[config.mk]
export PLATFORM = sky130hd
export DESIGN_NAME = alu_exec_unit
export DESIGN_NICKNAME = d
export VERILOG_FILES = /design/src/rtl/alu_exec_unit_pkg.sv /design/src/rtl/alu_exec_unit_serial_shifter.sv /design/src/rtl/alu_exec_unit.sv
export SDC_FILE = /design/constraint.sdc
export NUM_CORES = 1
export LEC_CHECK = 0
export BUFFER_PORTS_ARGS = -buffer_cell sky130_fd_sc_hd__buf_2
export CAP_MARGIN = 25
export CORE_MARGIN = 3
export CORE_UTILIZATION = 55
export DETAILED_ROUTE_END_ITERATION = 7
export HOLD_SLACK_MARGIN = 0.12
export PLACE_DENSITY = 0.72
export SLEW_MARGIN = 15
export SYNTH_ARGS = -nofsm -noshare
export SYNTH_HDL_FRONTEND = slang
export SYNTH_SLANG_ARGS = --single-unit
export TNS_END_PERCENT = 1
[constraint.sdc]
create_clock -name clk -period 5.1 [get_ports clk]
set_input_delay 0.51 -clock clk [delete_from_list [all_inputs] [get_ports clk]]
set_output_delay 0.51 -clock clk [all_outputs]
set_load 0.01 [all_outputs]
[src/rtl/alu_exec_unit_pkg.sv]
// Shared ALU definitions: operand width, ALU_* operation codes and the
// single-cycle datapath function used by the execution unit.
package alu_exec_unit_pkg;

  localparam int XLEN    = 32;
  localparam int SHAMT_W = $clog2(XLEN);

  // Operation codes driven by the ALU control unit; 12..15 are undefined.
  localparam logic [3:0] ALU_ADD  = 4'd0;
  localparam logic [3:0] ALU_SUB  = 4'd1;
  localparam logic [3:0] ALU_AND  = 4'd2;
  localparam logic [3:0] ALU_OR   = 4'd3;
  localparam logic [3:0] ALU_XOR  = 4'd4;
  localparam logic [3:0] ALU_SLT  = 4'd5;
  localparam logic [3:0] ALU_SLTU = 4'd6;
  localparam logic [3:0] ALU_SLL  = 4'd7;
  localparam logic [3:0] ALU_SRL  = 4'd8;
  localparam logic [3:0] ALU_SRA  = 4'd9;
  localparam logic [3:0] ALU_PASS = 4'd10;
  localparam logic [3:0] ALU_NOP  = 4'd11;

  function automatic logic alu_is_shift(input logic [3:0] sel);
    return (sel == ALU_SLL) || (sel == ALU_SRL) || (sel == ALU_SRA);
  endfunction

  function automatic logic alu_is_legal(input logic [3:0] sel);
    return sel <= ALU_NOP;
  endfunction

  // Non-shift operations; shifts and undefined codes yield 0 here.
  function automatic logic [XLEN-1:0] alu_logic(input logic [3:0] sel,
                                                input logic [XLEN-1:0] a,
                                                input logic [XLEN-1:0] b);
    logic [XLEN-1:0] r;
    case (sel)
      ALU_ADD:  r = a + b;
      ALU_SUB:  r = a - b;
      ALU_AND:  r = a & b;
      ALU_OR:   r = a | b;
      ALU_XOR:  r = a ^ b;
      ALU_SLT:  r = {{(XLEN-1){1'b0}}, ($signed(a) < $signed(b))};
      ALU_SLTU: r = {{(XLEN-1){1'b0}}, (a < b)};
      ALU_PASS: r = b;
      default:  r = '0;
    endcase
    return r;
  endfunction

endpackage

[src/rtl/alu_exec_unit_serial_shifter.sv]
// alu_serial_shifter: one-bit-per-cycle shifter. Loaded on start_i, then
// shifts work_q once per cycle while cnt_q counts down. done_o is high in
// the cycle whose edge completes the last step; result_o is that final value.
module alu_serial_shifter
  import alu_exec_unit_pkg::*;
(
  input  logic               clk,
  input  logic               rst,
  input  logic               start_i,
  input  logic [3:0]         op_i,
  input  logic [XLEN-1:0]    data_i,
  input  logic [SHAMT_W-1:0] shamt_i,
  output logic               done_o,
  output logic [XLEN-1:0]    result_o
);

  logic [XLEN-1:0]    work_q, work_d, work_step;
  logic [SHAMT_W-1:0] cnt_q, cnt_d;
  logic               left_q, left_d;
  logic               arith_q, arith_d;

  // One-bit step in the latched direction; arithmetic right fills with sign.
  always_comb begin
    work_step = left_q ? {work_q[XLEN-2:0], 1'b0}
                       : {arith_q & work_q[XLEN-1], work_q[XLEN-1:1]};
  end

  assign done_o   = (cnt_q == SHAMT_W'(1));
  assign result_o = work_step;

  // Load on start, otherwise step while the counter is non-zero.
  always_comb begin
    work_d  = work_q;
    cnt_d   = cnt_q;
    left_d  = left_q;
    arith_d = arith_q;
    if (start_i) begin
      work_d  = data_i;
      cnt_d   = shamt_i;
      left_d  = (op_i == ALU_SLL);
      arith_d = (op_i == ALU_SRA);
    end else if (cnt_q != '0) begin
      work_d = work_step;
      cnt_d  = cnt_q - SHAMT_W'(1);
    end
  end

  // Shifter state registers; reset discards any operation in flight.
  always_ff @(posedge clk) begin
    if (rst) begin
      work_q  <= '0;
      cnt_q   <= '0;
      left_q  <= 1'b0;
      arith_q <= 1'b0;
    end else begin
      work_q  <= work_d;
      cnt_q   <= cnt_d;
      left_q  <= left_d;
      arith_q <= arith_d;
    end
  end

endmodule

[src/rtl/alu_exec_unit.sv]
// alu_exec_unit: handshaked execution-stage ALU with registered result,
// zero and illegal flags. Optional macro ALU_BARREL_SHIFT_EN selects a
// single-cycle barrel shifter; otherwise shifts use alu_serial_shifter.
module alu_exec_unit
  import alu_exec_unit_pkg::*;
(
  input  logic            clk,
  input  logic            rst,
  input  logic            in_valid,
  output logic            in_ready,
  input  logic [3:0]      alu_sel,
  input  logic [XLEN-1:0] op_a,
  input  logic [XLEN-1:0] op_b,
  output logic            out_valid,
  input  logic            out_ready,
  output logic [XLEN-1:0] result,
  output logic            zero,
  output logic            illegal
);

`ifdef ALU_BARREL_SHIFT_EN
  typedef enum logic [1:0] {ST_IDLE = 2'd0, ST_DONE = 2'd2} state_t;
`else
  typedef enum logic [1:0] {ST_IDLE = 2'd0, ST_SHIFT = 2'd1, ST_DONE = 2'd2} state_t;
`endif

  state_t             state_q;
  logic [XLEN-1:0]    result_q;
  logic               zero_q, illegal_q, out_valid_q;
  logic               accept;
  logic [SHAMT_W-1:0] shamt;
  logic [XLEN-1:0]    imm_result;

  // DONE accepts a new request only in the cycle its result drains.
  assign in_ready = (state_q == ST_IDLE) || ((state_q == ST_DONE) && out_ready);
  assign accept   = in_valid && in_ready;
  assign shamt    = op_b[SHAMT_W-1:0];

  // Result for every operation that finishes in the accept cycle.
  always_comb begin
    imm_result = alu_logic(alu_sel, op_a, op_b);
    case (alu_sel)
`ifdef ALU_BARREL_SHIFT_EN
      ALU_SLL: imm_result = op_a << shamt;
      ALU_SRL: imm_result = op_a >> shamt;
      ALU_SRA: imm_result = $signed(op_a) >>> shamt;
`else
      ALU_SLL, ALU_SRL, ALU_SRA: imm_result = op_a;  // only reached with shamt == 0
`endif
      default: ;
    endcase
  end

`ifndef ALU_BARREL_SHIFT_EN
  logic            start_shift;
  logic            shift_done;
  logic [XLEN-1:0] shift_result;

  assign start_shift = accept && alu_is_shift(alu_sel) && (shamt != '0);

  alu_serial_shifter u_shifter (
    .clk      (clk),
    .rst      (rst),
    .start_i  (start_shift),
    .op_i     (alu_sel),
    .data_i   (op_a),
    .shamt_i  (shamt),
    .done_o   (shift_done),
    .result_o (shift_result)
  );
`endif

  // Control FSM and registered outputs.
  always_ff @(posedge clk) begin
    if (rst) begin
      state_q     <= ST_IDLE;
      out_valid_q <= 1'b0;
      result_q    <= '0;
      zero_q      <= 1'b0;
      illegal_q   <= 1'b0;
    end else if (accept) begin
`ifndef ALU_BARREL_SHIFT_EN
      if (start_shift) begin
        state_q     <= ST_SHIFT;
        out_valid_q <= 1'b0;
      end else
`endif
      begin
        state_q     <= ST_DONE;
        out_valid_q <= 1'b1;
        result_q    <= imm_result;
        zero_q      <= (imm_result == '0);
        illegal_q   <= !alu_is_legal(alu_sel);
      end
    end else if ((state_q == ST_DONE) && out_ready) begin
      state_q     <= ST_IDLE;
      out_valid_q <= 1'b0;
`ifndef ALU_BARREL_SHIFT_EN
    end else if ((state_q == ST_SHIFT) && shift_done) begin
      state_q     <= ST_DONE;
      out_valid_q <= 1'b1;
      result_q    <= shift_result;
      zero_q      <= (shift_result == '0);
      illegal_q   <= 1'b0;
`endif
    end
  end

  assign out_valid = out_valid_q;
  assign result    = result_q;
  assign zero      = zero_q;
  assign illegal   = illegal_q;

endmodule

==> results.py, run 1 <==
metrics = {
    "clock_tree": {
        "cts_sinks": 75,
        "cts_made_buffers": 9,
        "clk_latency_ns": 0.34,
        "cts_resized": 0,
        "post-cts-setup-buffers": 0,
        "clk_pin_slew_worst_paths_ns": 0.07,
        "h-tree-depth": 3,
        "cts_tree": "yes",
        "hold_buffers": 0,
        "cts_root_buf": "clkbuf_16",
        "clockBufferDepth": 2,
    },
    "timing": {
        "hold_viol": 0,
        "fmax_mhz": 215,
        "drv_slew": 0,
        "fin_crit_ns": 4.64,
        "worst_slew_pin_slew_ns": 1.01,
        "period_share": 0.910,
        "setup_viol": 0,
        "rsz0062_at_grt": "no",
        "hold_ws_ns": 0.444,
        "relSlewSlack": 0.325,
        "tns_ns": 0,
        "fin_ws_ns": 0.457,
        "skew_ns": 0.00783,
    },
    "logic_synthesis": {
        "synth_edf_count": 0,
        "synth_nets": 1642,
        "yosys_warnings": 0,
        "async_flop_share": 0,
        "seq_area_frac_synth": 0.146,
        "ys_ff_latch": 75,
        "yosysMostFrequentCell": "nor2_1",
        "yosysTopAreaCellShare": 0.146,
        "synthCells": 1452,
        "synth_area_leaders": "dfxtp_1 (15%), ha_1 (14%), a21oi_1 (7.6%), nor2_1 (6.2%), nand2_1 (5.0%)",
        "synth_area_mm2": 0.0103,
        "yosysUniqueCellTypes": 100,
        "synth_top_flop_cell": "dfxtp_1",
        "synth_largest_area_cell": "dfxtp_1",
        "postSynthAreaPerCell_um2": 7.08,
        "synth_common_cells": "nor2_1 (170), a21oi_1 (156), nand2_1 (137)",
    },
    "drt": {
        "drt_iter0_drc": 1420,
        "wl_um": 40600,
        "wl_per_cell_um": 23.1,
        "drt_pass1_iterations": 8,
        "vias": 11900,
        "drcViolationCount": 0,
        "final_antenna_net_count": 0,
        "vias_per_cell": 6.79,
    },
    "layout": {
        "drive_gt1_frac": 0.140,
        "utilization": 0.626,
        "area_growth_pct": 10.5,
        "nets": 1712,
    },
    "status": {
        "outcome": "complete, no violations",
    },
    "placement": {
        "pre_cts_ws_ns": 0.164,
        "dp_hpwl_um": 31700,
        "place.gp.congestion": 1.08,
        "port-buffer-count": 107,
    },
    "global_route": {
        "grt-ovfl-total": 0,
        "grt_use_met1": 0.543,
        "grt_usage": 0.390,
        "grt_max_degree": 77,
        "grt_pass1_vias": 10800,
        "top_usage_layer": "met2",
        "global_route.usage.met2": 0.594,
        "grt_pass1_wl_um": 62600,
        "antenna_found_initial": 1,
        "use_met3": 0.0727,
    },
    "die": {
        "start_util": 0.567,
        "die_w_um": 143,
        "rows": 49,
        "die_h_um": 143,
        "die-area_mm2": 0.0204,
        "ios": 108,
        "core_area_mm2": 0.0181,
    },
    "worst_setup_path": {
        "crit_fanout": 6,
        "cp-start-kind": "input port",
        "required_ns": 5.36,
        "r2r_cells": 11,
        "arrival_ns": 4.91,
        "cp-startpoint": "op_b[0]",
        "end_kind": "flip-flop",
        "timing.rr.start": "state_q[1]",
        "r2r-end": "zero",
        "critPathKind": "input port to flip-flop",
        "rrSetupSlack_ns": 1.61,
    },
    "worst_hold_path": {
        "hold_end": "result[16]",
        "hp-class": "flip-flop to flip-flop",
        "hold_path_depth": 2,
        "hold_path_startpoint": "result[16]",
    },
    "power": {
        "total_power_uw": 3200,
        "worst_ir_drop_vdd_uv": 251,
        "power.density_mw_per_mm2": 282,
        "p_leak_uw": 0.00492,
    },
    "flow_run": {
        "maxCapViolCount": 0,
    },
}
-- area by class of cell --
| class | instances | area [um2] |
|---|---|---|
| antenna | 1 | 2.50 |
| clock buffer | 9 | 225 |
| clock inverter | 7 | 58.8 |
| fill | 1684 | 6780 |
| inverter | 97 | 367 |
| multi-input combinational | 1181 | 7980 |
| sequential | 75 | 1500 |
| tap | 229 | 287 |
| timing repair buffer | 158 | 948 |
-- layer usage --
metal  routed length (um)  part of all wire
met2                17300              0.43
met4                 1730             0.043
met5                    0                 0
met3                 4570              0.11
met1                17000              0.42
-- flip-flops by register name, summed over array words and instances, names as in the netlist --
register,count
u_shifter.work_q,32
u_shifter.left_q,1
u_shifter.cnt_q,5
u_shifter.arith_q,1
zero,1
state_q,2
result,32
illegal,1
-- logic make-up (layout without fill, tap and decap cells) --
logic type,Yosys count,in the layout,synth area share
and+or+nand+nor,506,506,0.235
buffers and inverters,196,271,0.0854
muxes,44,44,0.0429
xor gates and xnor gates,14,14,0.0119
other,0,1,0
AOI/OAI and AO/OA,499,499,0.333
DFF,75,75,0.146
adders and majority gates,118,118,0.145
-- worst max-delay path: stages --
cell	delay, ns
buf_2	0.16
ha_1	0.18
inv_1	0.07
fa_1	0.41
nand2b_1	0.20
a2111o_1	0.51
a21o_1	0.25
a311o_1	0.39
a2111oi_4	0.44
nand4_1	0.14
or4_1	0.43
nor4_1	0.40
nand4_1	0.14
or4_1	0.43
o32ai_2	0.24
-- worst max path at each step --
stage	to	slack, ns	cells past startpoint
finish	zero	0.46	15
global route	zero	0.33	15
CTS	zero	0.51	15
detailed placement	zero	0.16	15
global placement	zero	0.26	15
floorplan	zero	0.87	14
-- through the flow --
step	std cells	area (um2)
2_1_floorplan	1452	10300
3_3_place_gp	1738	11000
3_5_place_dp	1740	11100
4_1_cts	1756	11400
5_1_grt	1757	11400
6_report	1757	11400
-- placed cells by master (no fill, tap or decap), drive strengths merged, types with 14 or more instances in the layout --
cell | netlist | routed
o21ai | 56 | 56
nand4 | 19 | 19
o31ai | 14 | 14
buf | 19 | 158
dfxtp | 75 | 75
nand2b | 17 | 17
nor2 | 170 | 170
ha | 116 | 116
a21oi | 157 | 157
mux2i | 43 | 43
nor2b | 17 | 17
nor3 | 39 | 39
nand3 | 28 | 28
a31oi | 15 | 15
a211oi | 65 | 65
nor4 | 17 | 17
o211ai | 27 | 27
nand2 | 138 | 138
inv | 97 | 100
-- report_power, final --
| group | internal, uW | switching (uW) | total [uW] |
|---|---|---|---|
| registers | 712 | 99.1 | 812 |
| clock network | 337 | 271 | 608 |
| logic | 644 | 1140 | 1780 |
Note: power is estimated with default switching activity, not from simulation.
==> run 2, diff against run 1 <==
CORE_UTILIZATION = 34   (was 55)
PLACE_DENSITY = 0.48   (was 0.72)
==> run 2 against run 1 <==
Combinational power hardly changed. Die area is 59% higher. Clock skew is 0.0019 ns higher. Sequential share of layout area is 0.26 points lower. Largest power group unchanged.
==> results.py, run 2 (synthesis gave the netlist of run 1 again) <==
metrics = {
    "layout": {
        "final_common_cell": "nor2_1",
        "area_growth_pct": 12.8,
        "layout_common_cells": "nor2_1 (170), a21oi_1 (155), nand2_1 (136)",
        "drive_gt1_frac": 0.145,
        "nets": 1720,
        "final_cells": 1926,
    },
    "global_route": {
        "grt-ovfl-total": 0,
        "grt_max_degree": 77,
        "grt_pass1_vias": 10800,
        "grt_usage": 0.259,
        "grt_pass1_wl_um": 66500,
        "antenna_found_initial": 1,
    },
    "worst_setup_path": {
        "timing.rr.start": "u_shifter.cnt_q[2]",
        "r2r_cells": 11,
        "rrSetupSlack_ns": 1.80,
        "crit_fanout": 6,
        "required_ns": 5.35,
        "critPathKind": "input port to flip-flop",
        "r2r-end": "zero",
        "cpPeakStageDelay_ns": 0.55,
        "arrival_ns": 5.03,
        "path_cells": "buf_2 > ha_1 > inv_1 > fa_1 > nand2b_1 > a2111o_1 > a21o_1 > a311o_1 > a2111oi_4 > nand4_1 > or4_1 > nor4_1 > nand4_1 > or4_1 > o32ai_2",
        "crit_path_top_delay_cell": "a2111o_1",
        "cp-start-kind": "input port",
        "end_kind": "flip-flop",
    },
    "worst_hold_path": {
        "hold_path_depth": 2,
        "hold_path_startpoint": "result[15]",
        "hold_end": "result[15]",
        "hp-class": "flip-flop to flip-flop",
    },
    "die": {
        "core_area_mm2": 0.0297,
        "die-area_mm2": 0.0324,
        "die_h_um": 180,
        "start_util": 0.346,
        "rows": 63,
        "ios": 108,
        "die_w_um": 180,
    },
    "timing": {
        "fmax_mhz": 209,
        "relSlewSlack": 0.326,
        "skew_ns": 0.00970,
        "period_share": 0.938,
        "setup_viol": 0,
        "drv_slew": 0,
        "rsz0062_at_grt": "no",
        "worst_slew_pin_slew_ns": 1.01,
        "hold_viol": 0,
        "tns_ns": 0,
        "fin_crit_ns": 4.78,
    },
    "clock_tree": {
        "clk_latency_ns": 0.34,
        "cts_made_buffers": 9,
        "hold_buffers": 0,
        "cts_resized": 0,
        "clockBufferDepth": 2,
        "h-tree-depth": 3,
        "cts_sinks": 75,
        "post-cts-setup-buffers": 0,
        "cts_tree": "yes",
        "clk_pin_slew_worst_paths_ns": 0.06,
        "cts_root_buf": "clkbuf_16",
    },
    "drt": {
        "drt_iter0_drc": 1073,
        "drt_pass1_iterations": 6,
        "wl_per_cell_um": 23.1,
        "drcViolationCount": 0,
        "wl_um": 44500,
        "vias": 11500,
        "final_antenna_net_count": 0,
        "vias_per_cell": 5.98,
    },
    "power": {
        "worst_ir_drop_vdd_uv": 154,
        "p_switching_uw": 1510,
        "p_int_uw": 1700,
        "p_sw_frac": 0.470,
        "combPwrFrac": 0.554,
        "sequentialPowerShare": 0.253,
        "power.density_mw_per_mm2": 276,
        "p_leak_uw": 0.00495,
        "p_clk_frac": 0.193,
    },
    "placement": {
        "numPlacedInstances": 1908,
        "port-buffer-count": 107,
        "place.gp.congestion": 0.954,
        "dp_hpwl_um": 35300,
    },
    "flow_run": {
        "maxCapViolCount": 0,
    },
    "status": {
        "outcome": "complete, no violations",
    },
}
-- run 2: power by group through the flow --
stage          logic [uW]  registers (uW)  clock network (uW)
2_1_floorplan        1220             804                   0
3_3_place_gp         1740             821                   0
3_5_place_dp         1740             821                   0
4_1_cts              1750             809                 636
5_1_grt              1960             824                 648
6_report             1770             811                 617
-- run 2: layout make-up --
cell class / count / area (um2)
antenna: 1 / 2.50
sequential: 75 / 1500
multi-input combinational: 1181 / 7980
timing repair buffer: 166 / 978
clock buffer: 9 / 225
clock inverter: 7 / 57.6
tap: 390 / 488
fill: 3155 / 18100
inverter: 97 / 367
-- run 2: stage by stage --
step / area, um2 / worst slack (ns) / util / hold slack (ns) / power [uW]
final: 11600 / 0.318 / 0.390 / 0.446 / 3200
after global placement: 11300 / 0.110 / 0.380 / 0.435 / 2560
after detailed placement: 11300 / 0.0261 / 0.380 / 0.442 / 2560
after CTS: 11600 / 0.377 / 0.390 / 0.450 / 3200
after floorplan: 10300 / 0.871 / - / 0.456 / 2020
after global routing: 11600 / 0.157 / 0.390 / 0.466 / 3440
-- run 2: worst max-delay path by stage --
stage / slack [ns] / cells past startpoint / start / to
after global routing: 0.16 / 15 / op_b[0] / zero
after detailed placement: 0.03 / 15 / op_b[0] / zero
after floorplan: 0.87 / 14 / op_a[0] / zero
after global placement: 0.11 / 15 / op_b[0] / zero
after CTS: 0.38 / 15 / op_b[0] / zero
final: 0.32 / 15 / op_b[0] / zero
-- run 2: worst max-delay path, delay by kind of cell --
family                   cells  cell delay [ns]
AO/OA/AOI/OAI                5             1.88
adder cells (fa/ha/maj)      2             0.60
buffers and inverters        2             0.23
AND/OR/NAND/NOR              6             1.81
-- run 2: routing by layer --
layer / track usage / vias to the layer above / share of wire
met1: 0.379 / 5484 / 0.47
met2: 0.405 / 457 / 0.44
li1: - / 5517 / -
met5: 0 / - / 0
met3: 0.0249 / 68 / 0.061
met4: 0.0715 / 0 / 0.027
